`src/rtl/register_file_if.sv`:
```
// Register-file access bundle: one write port and two asynchronous read ports.
// The master drives addresses and write data; the slave returns read data.
interface register_file_if #(
    parameter int WIDTH = 32,
    parameter int DEPTH = 32
);
    localparam int AW = $clog2(DEPTH);

    logic             RegWrite;
    logic [AW-1:0]    WriteReg;
    logic [WIDTH-1:0] WriteData;
    logic [AW-1:0]    ReadReg1;
    logic [AW-1:0]    ReadReg2;
    logic [WIDTH-1:0] ReadData1;
    logic [WIDTH-1:0] ReadData2;

    modport master (
        output RegWrite, WriteReg, WriteData, ReadReg1, ReadReg2,
        input  ReadData1, ReadData2
    );

    modport slave (
        input  RegWrite, WriteReg, WriteData, ReadReg1, ReadReg2,
        output ReadData1, ReadData2
    );
endinterface

```
`src/rtl/register_file.sv`:
```
// DEPTH x WIDTH register file: register 0 hard-wired to zero, write-first bypass
// on both read ports, asynchronous active-high clear of all storage.
module register_file #(
    parameter int WIDTH = 32,
    parameter int DEPTH = 32
) (
    input logic             clk,
    input logic             rst,
    register_file_if.slave  bus
);
    logic [WIDTH-1:0] regs [DEPTH];
    logic             wr_en;

    // Writes to register 0 are dropped here, so they neither store nor bypass.
    assign wr_en = bus.RegWrite && (bus.WriteReg != '0);

    // NOTE: state uses non-blocking assignments so every flop samples pre-edge values.
    // NOTE: this memory is reset on purpose: all registers must read 0 right after
    // rst rises, which forces flops rather than a RAM macro here.
    always_ff @(posedge clk or posedge rst) begin
        if (rst) begin
            for (int i = 0; i < DEPTH; i++) begin
                regs[i] <= '0;
            end
        end else if (wr_en) begin
            regs[bus.WriteReg] <= bus.WriteData;
        end
    end

    // NOTE: outputs get defaults first so no path through this block infers a latch.
    always_comb begin
        bus.ReadData1 = '0;
        bus.ReadData2 = '0;
        if (!rst) begin
            if (bus.ReadReg1 != '0) begin
                bus.ReadData1 = (wr_en && bus.ReadReg1 == bus.WriteReg)
                              ? bus.WriteData : regs[bus.ReadReg1];
            end
            if (bus.ReadReg2 != '0) begin
                bus.ReadData2 = (wr_en && bus.ReadReg2 == bus.WriteReg)
                              ? bus.WriteData : regs[bus.ReadReg2];
            end
        end
    end
endmodule

```
`src/flat_wrapper.sv`:
```
// flat-port wrapper written by rule: the top's interface ports become plain ports
module register_file_flat 
#(
    parameter int WIDTH = 32,
    parameter int DEPTH = 32
)
  (clk, rst, bus_RegWrite, bus_WriteReg, bus_WriteData, bus_ReadReg1, bus_ReadReg2, bus_ReadData1, bus_ReadData2);
  register_file_if #(.WIDTH(WIDTH), .DEPTH(DEPTH)) bus_i ();
  input logic clk;
  input logic rst;
  input wire logic [$bits(bus_i.RegWrite)-1:0] bus_RegWrite;
  input wire logic [$bits(bus_i.WriteReg)-1:0] bus_WriteReg;
  input wire logic [$bits(bus_i.WriteData)-1:0] bus_WriteData;
  input wire logic [$bits(bus_i.ReadReg1)-1:0] bus_ReadReg1;
  input wire logic [$bits(bus_i.ReadReg2)-1:0] bus_ReadReg2;
  output wire logic [$bits(bus_i.ReadData1)-1:0] bus_ReadData1;
  output wire logic [$bits(bus_i.ReadData2)-1:0] bus_ReadData2;
  assign bus_i.RegWrite = bus_RegWrite;
  assign bus_i.WriteReg = bus_WriteReg;
  assign bus_i.WriteData = bus_WriteData;
  assign bus_i.ReadReg1 = bus_ReadReg1;
  assign bus_i.ReadReg2 = bus_ReadReg2;
  assign bus_ReadData1 = bus_i.ReadData1;
  assign bus_ReadData2 = bus_i.ReadData2;
  register_file #(.WIDTH(WIDTH), .DEPTH(DEPTH)) u_core (.clk(clk), .rst(rst), .bus(bus_i));
endmodule
```
`config.mk`:
```
export PLATFORM = sky130hd
export DESIGN_NAME = register_file_flat
export DESIGN_NICKNAME = d
export VERILOG_FILES = /design/src/rtl/register_file_if.sv /design/src/rtl/register_file.sv /design/src/flat_wrapper.sv
export SDC_FILE = /design/constraint.sdc
export NUM_CORES = 2
export LEC_CHECK = 0
export CAP_MARGIN = 20
export CELL_PAD_IN_SITES_DETAIL_PLACEMENT = 0
export CELL_PAD_IN_SITES_GLOBAL_PLACEMENT = 1
export CORE_ASPECT_RATIO = 0.75
export CORE_MARGIN = 3
export CORE_UTILIZATION = 50
export DETAILED_ROUTE_END_ITERATION = 6
export DONT_BUFFER_PORTS = 1
export PLACE_DENSITY_LB_ADDON = 0.12
export SLEW_MARGIN = 20
export SYNTH_ARGS = -nofsm -noshare
export SYNTH_HDL_FRONTEND = slang
export SYNTH_SLANG_ARGS = --single-unit
```
`constraint.sdc`:
```
create_clock -name clk -period 29 [get_ports clk]
set_clock_uncertainty 0.05 [all_clocks]
set_input_delay 2.9 -clock clk [delete_from_list [all_inputs] [get_ports clk]]
set_output_delay 2.9 -clock clk [all_outputs]
set_load 0.02 [all_outputs]
```
-- After elaboration in Yosys (flattened, before gate mapping)
Index checks and enable logic that the tools add are counted.
- order comparisons: 4
- equality and inequality tests: 2
- multiplexer cells: 15
- bitwise logic cells: 3
- reductions and logical operators: 7
- operators with widths (kind ; number):
    1024-bit bitwise mux ; 1
    32-bit two-way mux ; 11
    32-bit binary-select mux with 5-bit select ; 2
    32-bit demux with 5-bit select ; 1
    6-bit >= comparator (second input constant) ; 3
    5-bit NOT with 6-bit output ; 3
    5-bit nonzero test ; 3
    5-bit == test ; 2
    6-bit by 1-bit < comparator with 1-bit output (second input constant) ; 1
    1-bit logical AND ; 4
- register bits after elaboration: 1024
- input bits: 50
- output and inout port bits: 64
- logic and storage cells: 63

-- Longest topological paths before layout
- word-level depth: 7
- mapped depth: 9
- gate-level depth less buffers: 5

-- Worst setup path before layout
No wires, ideal clock.
- path kind: input -> output
- from: input port rst
- to: output port bus_ReadData1[0]
- arrival time: 28.075 ns
- path slack: -2.025 ns
- cell stages on the path: 5
- path through: inv_1 -> o211ai_1 -> buf_2 -> a21oi_1 -> a211o_1
- longest elaborated chain between the ends: 1
- ends and longest elaborated chain (what ; line ; source):
    from (decl) ; flat_wrapper.sv:10 ; input logic rst;
    32-bit two-way mux ; register_file.sv:34 ; if (!rst) begin
    to (decl) ; flat_wrapper.sv:16 ; output wire logic [$bits(bus_i.ReadData1)-1:0] bus_ReadData1;
Every way passes these cells.

-- Worst setup path after layout
- from: input port bus_ReadReg1[2]
- to: output port bus_ReadData1[19]
- longest elaborated chain between the ends: 7
- elaborated cells between the ends (all ways): 10
- classes of those cells: 1 x eq/ne; 6 x mux; 1 x bitwise; 2 x reduce/logical
- ends and longest elaborated chain (what ; line ; source):
    from (decl) ; flat_wrapper.sv:14 ; input wire logic [$bits(bus_i.ReadReg1)-1:0] bus_ReadReg1;
    5-bit NOT with 6-bit output (implied by the code) ; register_file.sv:37 ; ? bus.WriteData : regs[bus.ReadReg1];
    32-bit binary-select mux with 5-bit select ; register_file.sv:37 ;
    32-bit two-way mux (implied by the code) (2 in series) ; register_file.sv:37 ;
    32-bit two-way mux ; register_file.sv:37 ;
    32-bit two-way mux (*) ; register_file.sv:35 ; if (bus.ReadReg1 != '0) begin
    32-bit two-way mux (*) ; register_file.sv:34 ;
Mark *: on every way between the ends. The rest lies on a longest branch, timed or not. The select of a mux whose other input is x is not followed.

==> metrics.md <==
| Metric | Value |
|---|---|
| Period utilization | `29.4%` |
| Global-route wire length before repair | `between 200 and 300 mm` |
| Min-delay src | `u_core.regs[993]` |
| #FFs+latches synth | `1024` |
| Main synth FF type | `dfrtp_1` |
| Tot GR Track Use | `31.2%` |
| Total power | `0.00408 W` |
| Die area | `113000 sq um` |
| Wirelength, routed | `176 mm` |
| Actual slew at the worst max-slew pin | `1190 ps` |
| Die Ht | `292 microns` |
| Die Wd | `between 300 and 400 microns` |
| Post-CTS Setup Bufs | `0` |
| Slew margin rel. | `20.8%` |
| Fin. Hold Viols | `0` |
| Largest net degree at the start of global routing | `258` |
| RR Startpoint | `u_core.regs[630]` |
| WL per Instance | `35.6 microns` |
| Top Ports | `114` |
| Tmin final | `8530 ps` |
| Synth async-reset ratio | `100%` |
| WS Path Type | `input port to output port` |
| Overflow after GRT | `0` |
| TritonRoute pass-1 iters | `5` |
| Via density | `7.04` |
| Warnings from Yosys | `0` |
| Clock Sinks | `1024` |
| Max FO, Critical Path | `213` |
| DP HPWL | `97.1 mm` |
| Worst R2R End | `u_core.regs[630]` |
| CTS Buffer Depth | `3` |
| CTS HTree Levels | `3` |
| Max FFs per register | `1024` |
| Leakage | `25.4 nW` |
| CP arrival | `5580 ps` |
| Clock insertion delay at the later pin of the skew report | `700 ps` |
| Kind of start point of the critical path | `input port` |
| Hold Path Class | `flop to flop` |
| Via count | `34900` |
| Top cell type's share of synthesized area | `46.9%` |
| RSZ-0062 raised after global routing | `false` |
| DP Cell Count | `~4800` |
| Proportion of layout cells with a drive suffix above 1 | `49.3%` |
| Port buffer count | `0` |
| CTS tree | `done` |
| Fmax | `117 MHz` |
| Syn avg cell area | `14.8 sq um` |
| Top cells by area, synth | `dfrtp_1, mux2_2, mux4_2, mux2i_1, a22oi_1` |
| Max IR drop VDD | `0.0000509 V` |
| Outcome | `complete, no violations` |
| Post-CTS sizing | `0` |
| Clk slew on worst S/H paths | `60 ps` |
| Gpl congestion | `0.832` |
| Hold EP | `u_core.regs[993]` |
| Initial Util | `50.7%` |
| Top reg by flops | `u_core.regs` |
| Power Dens Cells | `around 69 nW/um^2` |
| Syn-to-layout area delta | `7.82%` |
| Antenna Violating Nets Remaining | `0` |
| Final setup fails | `0` |
| Hold path depth | `0` |
| Nets | `3493` |
| Syn nets | `about 3800` |
| Row cnt | `104` |
| Detailed Route Iter0 Violations | `around 3400` |
| Area leader, netlist | `dfrtp_1` |
| Max Slew Vio Count | `0` |
| Worst EP required | `26050 ps` |
| DRC | `0` |
| R2R depth | `1` |
| Vias in the first global route | `36700` |
| Synth Cell Area | `around 55000 sq um` |
| Register area share after synthesis | `between 40% and 50%` |
| CTS Buf Count | `~110` |
| Fin cells | `4956` |
| Worst setup EP type | `output port` |
| Mapped Cells | `3700` |
| Synth cell types | `49` |
| Antenna violations before repair | `1` |
| R2r setup slk | `28130 ps` |
| Core area | `108000 sq um` |
| Setup TNS | `0 ps` |
| Post-synth EDFFs | `0` |
| Top Registers | `u_core.regs x1024` |
| Max-Cap Viols | `0` |
| Cts hold-fix bufs | `0` |
| CTS root buf | `clkbuf_16` |
==> kinds of logic after synthesis <==
family | Yosys count | synth area share [%]
AOI/OAI and AO/OA | 410 | 5.29
DFF | 1024 | 46.9
and+or+nand+nor | 204 | 1.81
muxes | 1619 | 42.3
xor gates and xnor gates | 10 | 0.160
buffers and inverters | 433 | 3.57
==> cells in the mapped netlist, drive strengths merged, types with 22 or more instances <==
cell,number
a211o,32
a211oi,48
a21oi,74
a221oi,22
a22oi,181
buf,233
clkbuf,198
dfrtp,1024
mux2,1004
mux2i,162
mux4,453
nand2,75
nand3,32
nor2,38
nor2b,31
o21ai,34
==> through the flow <==
stage | hold WS (ps) | util [%] | worst slack, ps | cell area, sq um
6_report | 344 | 54.7 | 20470 | 59000
3_5_place_dp | 333 | 51.3 | 19970 | 55300
2_1_floorplan | 391 | - | 5010 | 54700
4_1_cts | 346 | 54.6 | 19950 | 58900
5_1_grt | 359 | 54.7 | 20190 | 59000
3_3_place_gp | 326 | 51.3 | 20110 | 55300
==> layout by cell type (no fill, tap or decap), types with 19 or more instances in the layout <==
cell type / Yosys / routed
nor2_1: 38 / 23
clkbuf_16: 0 / 107
clkbuf_1: 197 / 19
nand3_1: 32 / 32
a211oi_1: 48 / 48
mux2_2: 995 / 995
a21oi_1: 74 / 74
nor2b_1: 31 / 23
a211o_1: 32 / 32
buf_4: 17 / 57
mux2i_1: 162 / 162
dfrtp_1: 1024 / 1024
a22oi_1: 181 / 181
o21ai_0: 33 / 33
clkbuf_8: 0 / 23
mux4_2: 453 / 453
nand2_1: 75 / 60
a221oi_1: 22 / 22
==> critical path: stages <==
cell,delay [ps]
xnor2_1,290
nand3_1,200
o21ai_4,820
buf_4,580
a211oi_1,140
a211o_1,380
==> worst max-delay path by stage <==
stage	start	endpoint	slack [ps]
2_1_floorplan	rst	bus_ReadData1[0]	5010
3_3_place_gp	rst	bus_ReadData2[4]	20110
3_5_place_dp	rst	bus_ReadData2[4]	19970
4_1_cts	rst	bus_ReadData2[4]	19950
5_1_grt	rst	bus_ReadData2[4]	20190
6_report	bus_ReadReg1[2]	bus_ReadData1[19]	20470
==> layer usage <==
metal / global-route usage [%] / share of wire, % / wire, microns / vias to the layer above
met5: 0 / 0.0068 / 12 / -
met2: 47.7 / 45 / 80300 / 1608
met4: 11.6 / 4.0 / 7000 / 2
met3: 6.88 / 8.3 / 14700 / 359
met1: 44.3 / 42 / 74500 / 19100
li1: - / - / - / 13800
==> power breakdown <==
| group | internal (W) | switching, W | leakage, nW |
|---|---|---|---|
| registers | 0.00170 | 0.000205 | 13.2 |
| clock network | 0.000825 | 0.000595 | 1.76 |
| logic | 0.000473 | 0.000285 | 10.5 |
| total | 0.00300 | 0.00109 | 25.4 |
==> area by class of cell <==
class | instances | area [sq um]
diodes | 2 | 5.00
clock buffers | 149 | 3070
clock inverters | 39 | 505
fillers | 8525 | 48900
inverters | 2 | 11.3
multi-input cells | 2243 | 27400
flip-flops and latches | 1024 | 25600
well taps | 1431 | 1790
repair buffers | 66 | 606
Power figures use the tool's default switching activity.
